## src/rtl/pipeline_stall_controller.sv

```systemverilog
// Pipeline hazard/stall control: combinational stage enables from a 4-state FSM, zero-latency release on dmem_ack.
// Optional stall-cycle performance counter is built only when STALL_PERF_CNT_EN is defined.
module pipeline_stall_controller #(
   parameter int unsigned TIMEOUT_CYCLES = 64,
   parameter int unsigned PERF_W         = 16
) (
   input  logic              clk,
   input  logic              arst_n,
   input  logic              load_use_hazard,
   input  logic              branch_taken,
   input  logic              dmem_req,
   input  logic              dmem_ack,
   output logic              pc_write_en,
   output logic              if_id_write_en,
   output logic              if_id_flush,
   output logic              id_ex_bubble,
   output logic              ex_mem_write_en,
   output logic              mem_wb_bubble,
   output logic              stall_active,
   output logic              timeout_err,
   output logic [PERF_W-1:0] stall_cycles
);

   typedef enum logic [1:0] {
      RUN        = 2'd0,
      LOAD_STALL = 2'd1,
      MEM_WAIT   = 2'd2,
      ERR        = 2'd3
   } state_e;

   localparam logic [7:0] TIMEOUT_VAL = 8'(TIMEOUT_CYCLES);

   state_e     state_q, state_d;
   logic [7:0] wait_cnt_q, wait_cnt_d;

   logic pc_we, if_id_we, if_id_fl, id_ex_bub, ex_mem_we, mem_wb_bub, terr;

   always_comb begin
      state_d    = state_q;
      wait_cnt_d = wait_cnt_q;
      pc_we      = 1'b1;
      if_id_we   = 1'b1;
      if_id_fl   = 1'b0;
      id_ex_bub  = 1'b0;
      ex_mem_we  = 1'b1;
      mem_wb_bub = 1'b0;
      terr       = 1'b0;

      case (state_q)
         RUN, LOAD_STALL: begin
            if (dmem_req && !dmem_ack) begin
               pc_we      = 1'b0;
               if_id_we   = 1'b0;
               ex_mem_we  = 1'b0;
               mem_wb_bub = 1'b1;
               wait_cnt_d = 8'd1;
               state_d    = MEM_WAIT;
            end else if (branch_taken) begin
               if_id_fl  = 1'b1;
               id_ex_bub = 1'b1;
               state_d   = RUN;
            end else if (load_use_hazard && (state_q == RUN)) begin
               // Second cycle of a held hazard is the one LOAD_STALL lets through.
               pc_we     = 1'b0;
               if_id_we  = 1'b0;
               id_ex_bub = 1'b1;
               state_d   = LOAD_STALL;
            end else begin
               state_d = RUN;
            end
         end

         MEM_WAIT: begin
            if (!dmem_ack) begin
               pc_we      = 1'b0;
               if_id_we   = 1'b0;
               ex_mem_we  = 1'b0;
               mem_wb_bub = 1'b1;
               wait_cnt_d = wait_cnt_q + 8'd1;
               if (wait_cnt_q == TIMEOUT_VAL) begin
                  state_d = ERR;
               end
            end else begin
               wait_cnt_d = 8'd0;
               if (branch_taken) begin
                  if_id_fl  = 1'b1;
                  id_ex_bub = 1'b1;
                  state_d   = RUN;
               end else if (load_use_hazard) begin
                  pc_we     = 1'b0;
                  if_id_we  = 1'b0;
                  id_ex_bub = 1'b1;
                  state_d   = LOAD_STALL;
               end else begin
                  state_d = RUN;
               end
            end
         end

         ERR: begin
            pc_we      = 1'b0;
            if_id_we   = 1'b0;
            ex_mem_we  = 1'b0;
            mem_wb_bub = 1'b1;
            terr       = 1'b1;
         end

         default: begin
            state_d    = RUN;
            wait_cnt_d = 8'd0;
         end
      endcase
   end

   always_ff @(posedge clk or negedge arst_n) begin
      if (!arst_n) begin
         state_q    <= RUN;
         wait_cnt_q <= 8'd0;
      end else begin
         state_q    <= state_d;
         wait_cnt_q <= wait_cnt_d;
      end
   end

   // Every control output is forced low for as long as reset is held.
   assign pc_write_en     = arst_n & pc_we;
   assign if_id_write_en  = arst_n & if_id_we;
   assign if_id_flush     = arst_n & if_id_fl;
   assign id_ex_bubble    = arst_n & id_ex_bub;
   assign ex_mem_write_en = arst_n & ex_mem_we;
   assign mem_wb_bubble   = arst_n & mem_wb_bub;
   assign stall_active    = arst_n & ~pc_we;
   assign timeout_err     = arst_n & terr;

`ifdef STALL_PERF_CNT_EN
   logic [PERF_W-1:0] stall_cnt_q, stall_cnt_d;

   always_comb begin
      stall_cnt_d = stall_cnt_q;
      if (stall_active && (stall_cnt_q != {PERF_W{1'b1}})) begin
         stall_cnt_d = stall_cnt_q + PERF_W'(1);
      end
   end

   always_ff @(posedge clk or negedge arst_n) begin
      if (!arst_n) begin
         stall_cnt_q <= '0;
      end else begin
         stall_cnt_q <= stall_cnt_d;
      end
   end

   assign stall_cycles = stall_cnt_q;
`else
   assign stall_cycles = '0;
`endif

endmodule

```

## config.mk

```make
export PLATFORM = sky130hd
export DESIGN_NAME = pipeline_stall_controller
export DESIGN_NICKNAME = d
export VERILOG_FILES = /design/src/rtl/pipeline_stall_controller.sv
export SDC_FILE = /design/constraint.sdc
export NUM_CORES = 1
export LEC_CHECK = 0
export ABC_AREA = 0
export CAP_MARGIN = 20
export CORE_MARGIN = 3
export CORE_UTILIZATION = 59
export CTS_BUF_LIST = sky130_fd_sc_hd__clkbuf_4
export CTS_CLUSTER_SIZE = 24
export DETAILED_ROUTE_END_ITERATION = 12
export DONT_BUFFER_PORTS = 1
export GPL_ROUTABILITY_DRIVEN = 0
export GPL_TIMING_DRIVEN = 0
export PLACE_DENSITY_LB_ADDON = 0.1
export SYNTH_ARGS = -nofsm -noshare
export SYNTH_HDL_FRONTEND = slang
export SYNTH_SLANG_ARGS = --single-unit
```

## constraint.sdc

```tcl
create_clock -name clk -period 1.8 [get_ports clk]
set_clock_uncertainty 0.2 [all_clocks]
set_input_delay 0.27 -clock clk [delete_from_list [all_inputs] [get_ports clk]]
set_output_delay 0.27 -clock clk [all_outputs]
set_load 0.01 [all_outputs]
```

==> flow_summary.ini, run 1 <==
[status]
status = finished with violations
violations = setup timing

[cts]
clockBufferDepth = 2
clockRootBuffer = clkbuf_4
clock-sinks = 10
clock_latency_ns = 0.27
clk_pin_slew_worst_paths_ns = 0.07
numCtsBuffers = 3
cts_tree = yes
htree_levels = 1

[layout]
diodes = 0
syn_to_final_growth_pct = 23.0
layout-drive-gt1-share_pct = 29.9
n_fill_cell = 93
nets = 137
stdcell_area_sq_um = 1080
multiInputGateArea_sq_um = 528
regArea_sq_um = 250

[synth]
synth.area.top_cells = dfrtp_1 28%, buf_4 14%, nand3_1 5.7%
synth.area.mux_share_pct = 4.68
synthXorXnorAreaFrac_pct = 0.993
synth.top_cells.by_count = 17 x buf_4, 10 x dfrtp_1, 10 x nand3_1, 8 x inv_1
netlist.area_leader.share_pct = 28.4
synth_compound_area_share_pct = 16.9
synth_simple_gate_area_share_pct = 24.4
synthCells = 102
synth_cell_types = 39
synth-edff-count = 0
netlist_area_sq_um = 882
synth-main-ff-cell = dfrtp_1
async_reset_ff_share_pct = 100
synth-seq-area-share_pct = 28.4
yosys.area.top_type = dfrtp_1
synth_top_family_by_area = simple AND/OR/NAND/NOR gates
ys_seq_elements = 10
yosysWarnings = 0
synth-adder-area-share_pct = 2.84
yosysMostFrequentCell = buf_4
syn_area_per_cell_sq_um = 8.65

[worst_setup_path]
reg2reg_to = wait_cnt_q[7]
r2r_slack_ns = 0.02
r2r-start = state_q[1]
start_kind = register
critical_path_arrival_ns = 1.35
end_kind = output port
critPathKind = register to output port
worstPathRequired_ns = 1.33
rr_worst_depth = 4
crit_path_max_fanout = 10

[route]
vias = 799
postRouteAntennaNets = 0
viasPerCell = 5.63
drtIter0Drc = 18
drtPass1Iterations = 4
drc_errors = 0
wirelength_um = 2090
wl_per_cell_um = 14.7

[pwr]
ir_worst_vdd_v = 0.000742
p_leak_nw = 0.521
p_per_area_nw_per_um2 = 762

[global_routing]
use_met2_pct = 37.2
grt.busiest_layer = met2
grt_pass1_wl_um = 3180
grtUsageMet1_pct = 25.2
grt_usage_pct = 21.6
overflow = 0
first_global_vias = 742
grt_use_met3_pct = 4.07
grt_start_max_net_pins = 11
antenna_found_initial = 0

[timing]
finalSetupViolCount = 1
maxSlewViolCount = 0
period_needed_ns = 1.82
period_share_pct = 101
slew-limit-headroom_pct = 66.8
timing.final.hold_violations = 0
fmax_mhz = 549
tightestPinTransition_ns = 0.497
layout_setup_ws_ns = -0.0207
rsz0062_at_grt = yes

[floorplanning]
die_x_um = 44.7
initial_core_util_pct = 65.3
coreArea_sq_um = 1350
pin_count = 30
die_area_sq_um = 1990
die_height_um = 44.7
rows = 13

[place]
preCtsSetupSlack_ns = -0.0303
place_area_sq_um = 957
dp_hpwl_um = 1450
io_buffers = 0

[hold_path]
whs_endpoint = wait_cnt_q[0]
hp-class = input pin to register
whs_path_depth = 2
min_from = dmem_req

[run]
maxCapViolCount = 0
## power by group
group | switching, W | total, W | internal [W]
clock network | 0.0000799 | 0.000157 | 0.0000775
logic | 0.000199 | 0.000363 | 0.000164
registers | 0.0000472 | 0.000306 | 0.000259
## cells in the final DEF, fill, tap and decap left out, types with 3 or more instances in the layout
cell type | netlist | final
inv_1 | 8 | 6
mux2i_1 | 3 | 3
conb_1 | 1 | 16
clkbuf_1 | 4 | 3
buf_4 | 17 | 23
nand3b_1 | 4 | 4
dfrtp_1 | 10 | 10
nand3_1 | 10 | 10
nand4_1 | 3 | 3
clkbuf_4 | 0 | 3
## worst max-delay path: stages, from the launching register on
cell and delay, ns:
dfrtp_1 0.42, clkbuf_8 0.19, nor3b_4 0.22, nor2_2 0.10
buf_4 0.16
## area by class of cell
cell class / count / area share (%)
multi-input combinational: 76 / 48.7
sequential: 10 / 23.1
buffer: 23 / 16.1
timing repair buffer: 7 / 5.07
inverter: 8 / 3.23
clock buffer: 3 / 2.08
tap: 15 / 1.73
## per-layer routing
metal | wire length (um) | share of wire [%]
met1 | 861 | 41
met4 | 27 | 1.3
met5 | 0 | 0
met3 | 140 | 6.7
met2 | 1060 | 51
## state kept, by name, indices dropped and copies added (netlist names)
signal	flops
state_q	2
wait_cnt_q	8
## how the worst max path moves through the flow
stage	endpoint	start	slack [ns]	cells after the start
after floorplan	pc_write_en	state_q[1]	0.15	5
after global placement	pc_write_en	state_q[1]	0.01	5
after detailed placement	pc_write_en	state_q[1]	-0.03	5
after CTS	pc_write_en	state_q[1]	0.0009	5
after global routing	pc_write_en	state_q[0]	-0.07	4
final	pc_write_en	state_q[0]	-0.02	4
## stage by stage
| stage | power [W] | util (%) | hold WS, ns | TNS, ns | instances |
|---|---|---|---|---|---|
| 2_1_floorplan | 0.000543 | - | -0.226 | 0 | 117 |
| 3_3_place_gp | 0.000583 | 70.9 | -0.225 | 0 | 132 |
| 3_5_place_dp | 0.000600 | 70.9 | -0.225 | -0.0303 | 132 |
| 4_1_cts | 0.000809 | 79.1 | 0.0868 | 0 | 141 |
| 5_1_grt | 0.000879 | 80.4 | 0.114 | -0.198 | 142 |
| 6_report | 0.000826 | 80.4 | 0.0787 | -0.0207 | 142 |
## what timing repair did
item,in CTS,in global routing
endpoints found under the hold margin,10,0
resized for setup,13,3
endpoints found under the setup margin,8,7
pin swaps,3,2
setup buffers,5,1
hold buffers,1,0
cloned,0,0
## cell families after synthesis
kind of cell    Yosys count
fa+ha+maj                 2
other cells               1
xor+xnor                  1
simple gates             35
mux                       4
flops                    10
buf+inv                  31
compound gates           18
Power figures use the tool's default switching activity.
==> run 2: changes to the inputs <==
--- a/config.mk
+++ b/config.mk
@@ -7,7 +7,6 @@
 export LEC_CHECK = 0
 export ABC_AREA = 0
 export CAP_MARGIN = 20
-export CORE_MARGIN = 3
 export CORE_UTILIZATION = 59
 export CTS_BUF_LIST = sky130_fd_sc_hd__clkbuf_4
 export CTS_CLUSTER_SIZE = 24
==> run 2 against run 1 <==
The flow still finishes with violations (setup timing). Clock power about the same. Sequential power about the same. Non-clock buffer count is 1 lower. Combinational power decreased by 2%. Hold slack gained 0.011 ns. Clock-buffer cell count is the same. Total power shrank 0.90%. Cell area down 1.2%. First-iteration DRC count up 110%. Utilization is 0.93 points lower. Final cell count down 0.70%. Critical endpoint unchanged. Largest cell class unchanged. Highest routed layer unchanged.
==> flow_summary.ini, run 2 (same netlist as run 1, synthesis figures left out) <==
[status]
status = finished with violations
violations = setup timing

[pwr]
p_leak_nw = 0.515
p_per_area_nw_per_um2 = 764
ir_worst_vdd_v = 0.000636

[layout]
final_common_cell = buf_4
nets = 136
stdcell_area_sq_um = 1070
layout-drive-gt1-share_pct = 28.6
syn_to_final_growth_pct = 21.6
regArea_sq_um = 250
multiInputGateArea_sq_um = 523
layout_common_cells = 22 x buf_4, 16 x conb_1, 10 x nand3_1, 10 x dfrtp_1, 6 x inv_1
reg_top3 = wait_cnt_q (8), state_q (2)
largest_reg_flops = 8
diodes = 0
n_fill_cell = 99
regMostFlops = wait_cnt_q

[timing]
timing.final.hold_violations = 0
finalSetupViolCount = 1
period_needed_ns = 1.85
fmax_mhz = 541
period_share_pct = 103
layout_setup_ws_ns = -0.0488
hold_ws_ns = 0.0897
maxSlewViolCount = 0
rsz0062_at_grt = yes

[run]
maxCapViolCount = 0

[worst_setup_path]
worst_path_dominant_cell_family = flip-flops
r2r_slack_ns = 0.06
cp_slowest_stage_delay_ns = 0.41
end_kind = output port
cp_slowest_cell = dfrtp_1
worstPathRequired_ns = 1.33
cp.buffers_inverters = 2
critPathKind = register to output port
crit_path_max_fanout = 10
critical_path_arrival_ns = 1.38
start_kind = register
crit_chain = clkbuf_8 -> nor3b_4 -> nor2_2 -> buf_4

[global_routing]
grt_usage_pct = 25.5
overflow = 0
use_met2_pct = 44.4
antenna_found_initial = 0
grt.busiest_layer = met2
grtUsageMet1_pct = 29.5
grt_start_max_net_pins = 11
grt_pass1_wl_um = 2680
grt_use_met3_pct = 9.78
first_global_vias = 602

[floorplanning]
rows = 13
die_height_um = 40.7
die_area_sq_um = 1650
die_x_um = 40.7
coreArea_sq_um = 1350
pin_count = 30
initial_core_util_pct = 65.3

[place]
dp_hpwl_um = 1290
place_area_sq_um = 957
io_buffers = 0

[route]
drc_errors = 0
viasPerCell = 5.91
drtPass1Iterations = 4
wirelength_um = 2000
vias = 833
wl_per_cell_um = 14.2
postRouteAntennaNets = 0
drtIter0Drc = 37

[cts]
clockRootBuffer = clkbuf_4
htree_levels = 1
clk_pin_slew_worst_paths_ns = 0.07
clockBufferDepth = 2
clock_latency_ns = 0.27
cts_tree = yes
numCtsBuffers = 3
clock-sinks = 10

[hold_path]
hp-class = input pin to register
run 2: worst paths after layout:
check	start	endpoint	cells after the start
worst max register to register	state_q[1]	wait_cnt_q[7]	4
worst min register to register	wait_cnt_q[5]	state_q[0]	1
max in group asynchronous	arst_n	wait_cnt_q[7]	1
worst max-delay path	state_q[0]	pc_write_en	4
worst min-delay path	dmem_req	wait_cnt_q[0]	2
min in group asynchronous	arst_n	state_q[1]	1
run 2: repair_timing:
action / in CTS / in global routing
hold endpoints to repair: 10 / 0
hold buffers: 1 / 0
buffers inserted: 4 / 1
endpoints found under the setup margin: 8 / 4
pin swaps: 3 / 4
gates resized for setup: 13 / 2
run 2: through the flow:
| stage | setup TNS (ns) | utilization [%] | std cells | setup slack (ns) | power (W) |
|---|---|---|---|---|---|
| floorplan | 0 | - | 117 | 0.146 | 0.000543 |
| global placement | 0 | 70.9 | 132 | 0.0218 | 0.000583 |
| detailed placement | -0.00711 | 70.9 | 132 | -0.00711 | 0.000596 |
| CTS | 0 | 78.5 | 140 | 0.00135 | 0.000803 |
| global route | -0.0789 | 79.4 | 141 | -0.0741 | 0.000875 |
| finish | -0.0488 | 79.4 | 141 | -0.0488 | 0.000819 |
run 2: power breakdown:
group          switching, W  internal, W  leakage, nW
combinational      0.000197     0.000158        0.368
clock             0.0000787    0.0000773       0.0138
sequential        0.0000496     0.000259        0.133
total              0.000325     0.000494        0.515
run 2: metal layers:
layer | vias to the layer above | part of all wire [%] | wire [um]
met2 | 44 | 53 | 1060
met4 | 0 | 1.8 | 35
met5 | - | 0 | 0
li1 | 385 | - | -
met3 | 8 | 6.7 | 133
met1 | 396 | 38 | 766
run 2: layout make-up:
cell class,count,share of cell area [%]
plain buffers,23,16.3
clock buffers,3,2.10
inverters,8,3.27
multi-input cells,76,48.8
flip-flops and latches,10,23.3
well taps,15,1.75
repair buffers,6,4.43
==> run 3: changes to the inputs <==
--- a/config.mk
+++ b/config.mk
@@ -6,7 +6,7 @@
 export NUM_CORES = 1
 export LEC_CHECK = 0
 export ABC_AREA = 0
-export CAP_MARGIN = 20
+export CAP_MARGIN = 10
 export CORE_UTILIZATION = 59
 export CTS_BUF_LIST = sky130_fd_sc_hd__clkbuf_4
 export CTS_CLUSTER_SIZE = 24
==> results of run 3 <==
No change in the layout: final DEF, timing and power equal those of run 2.
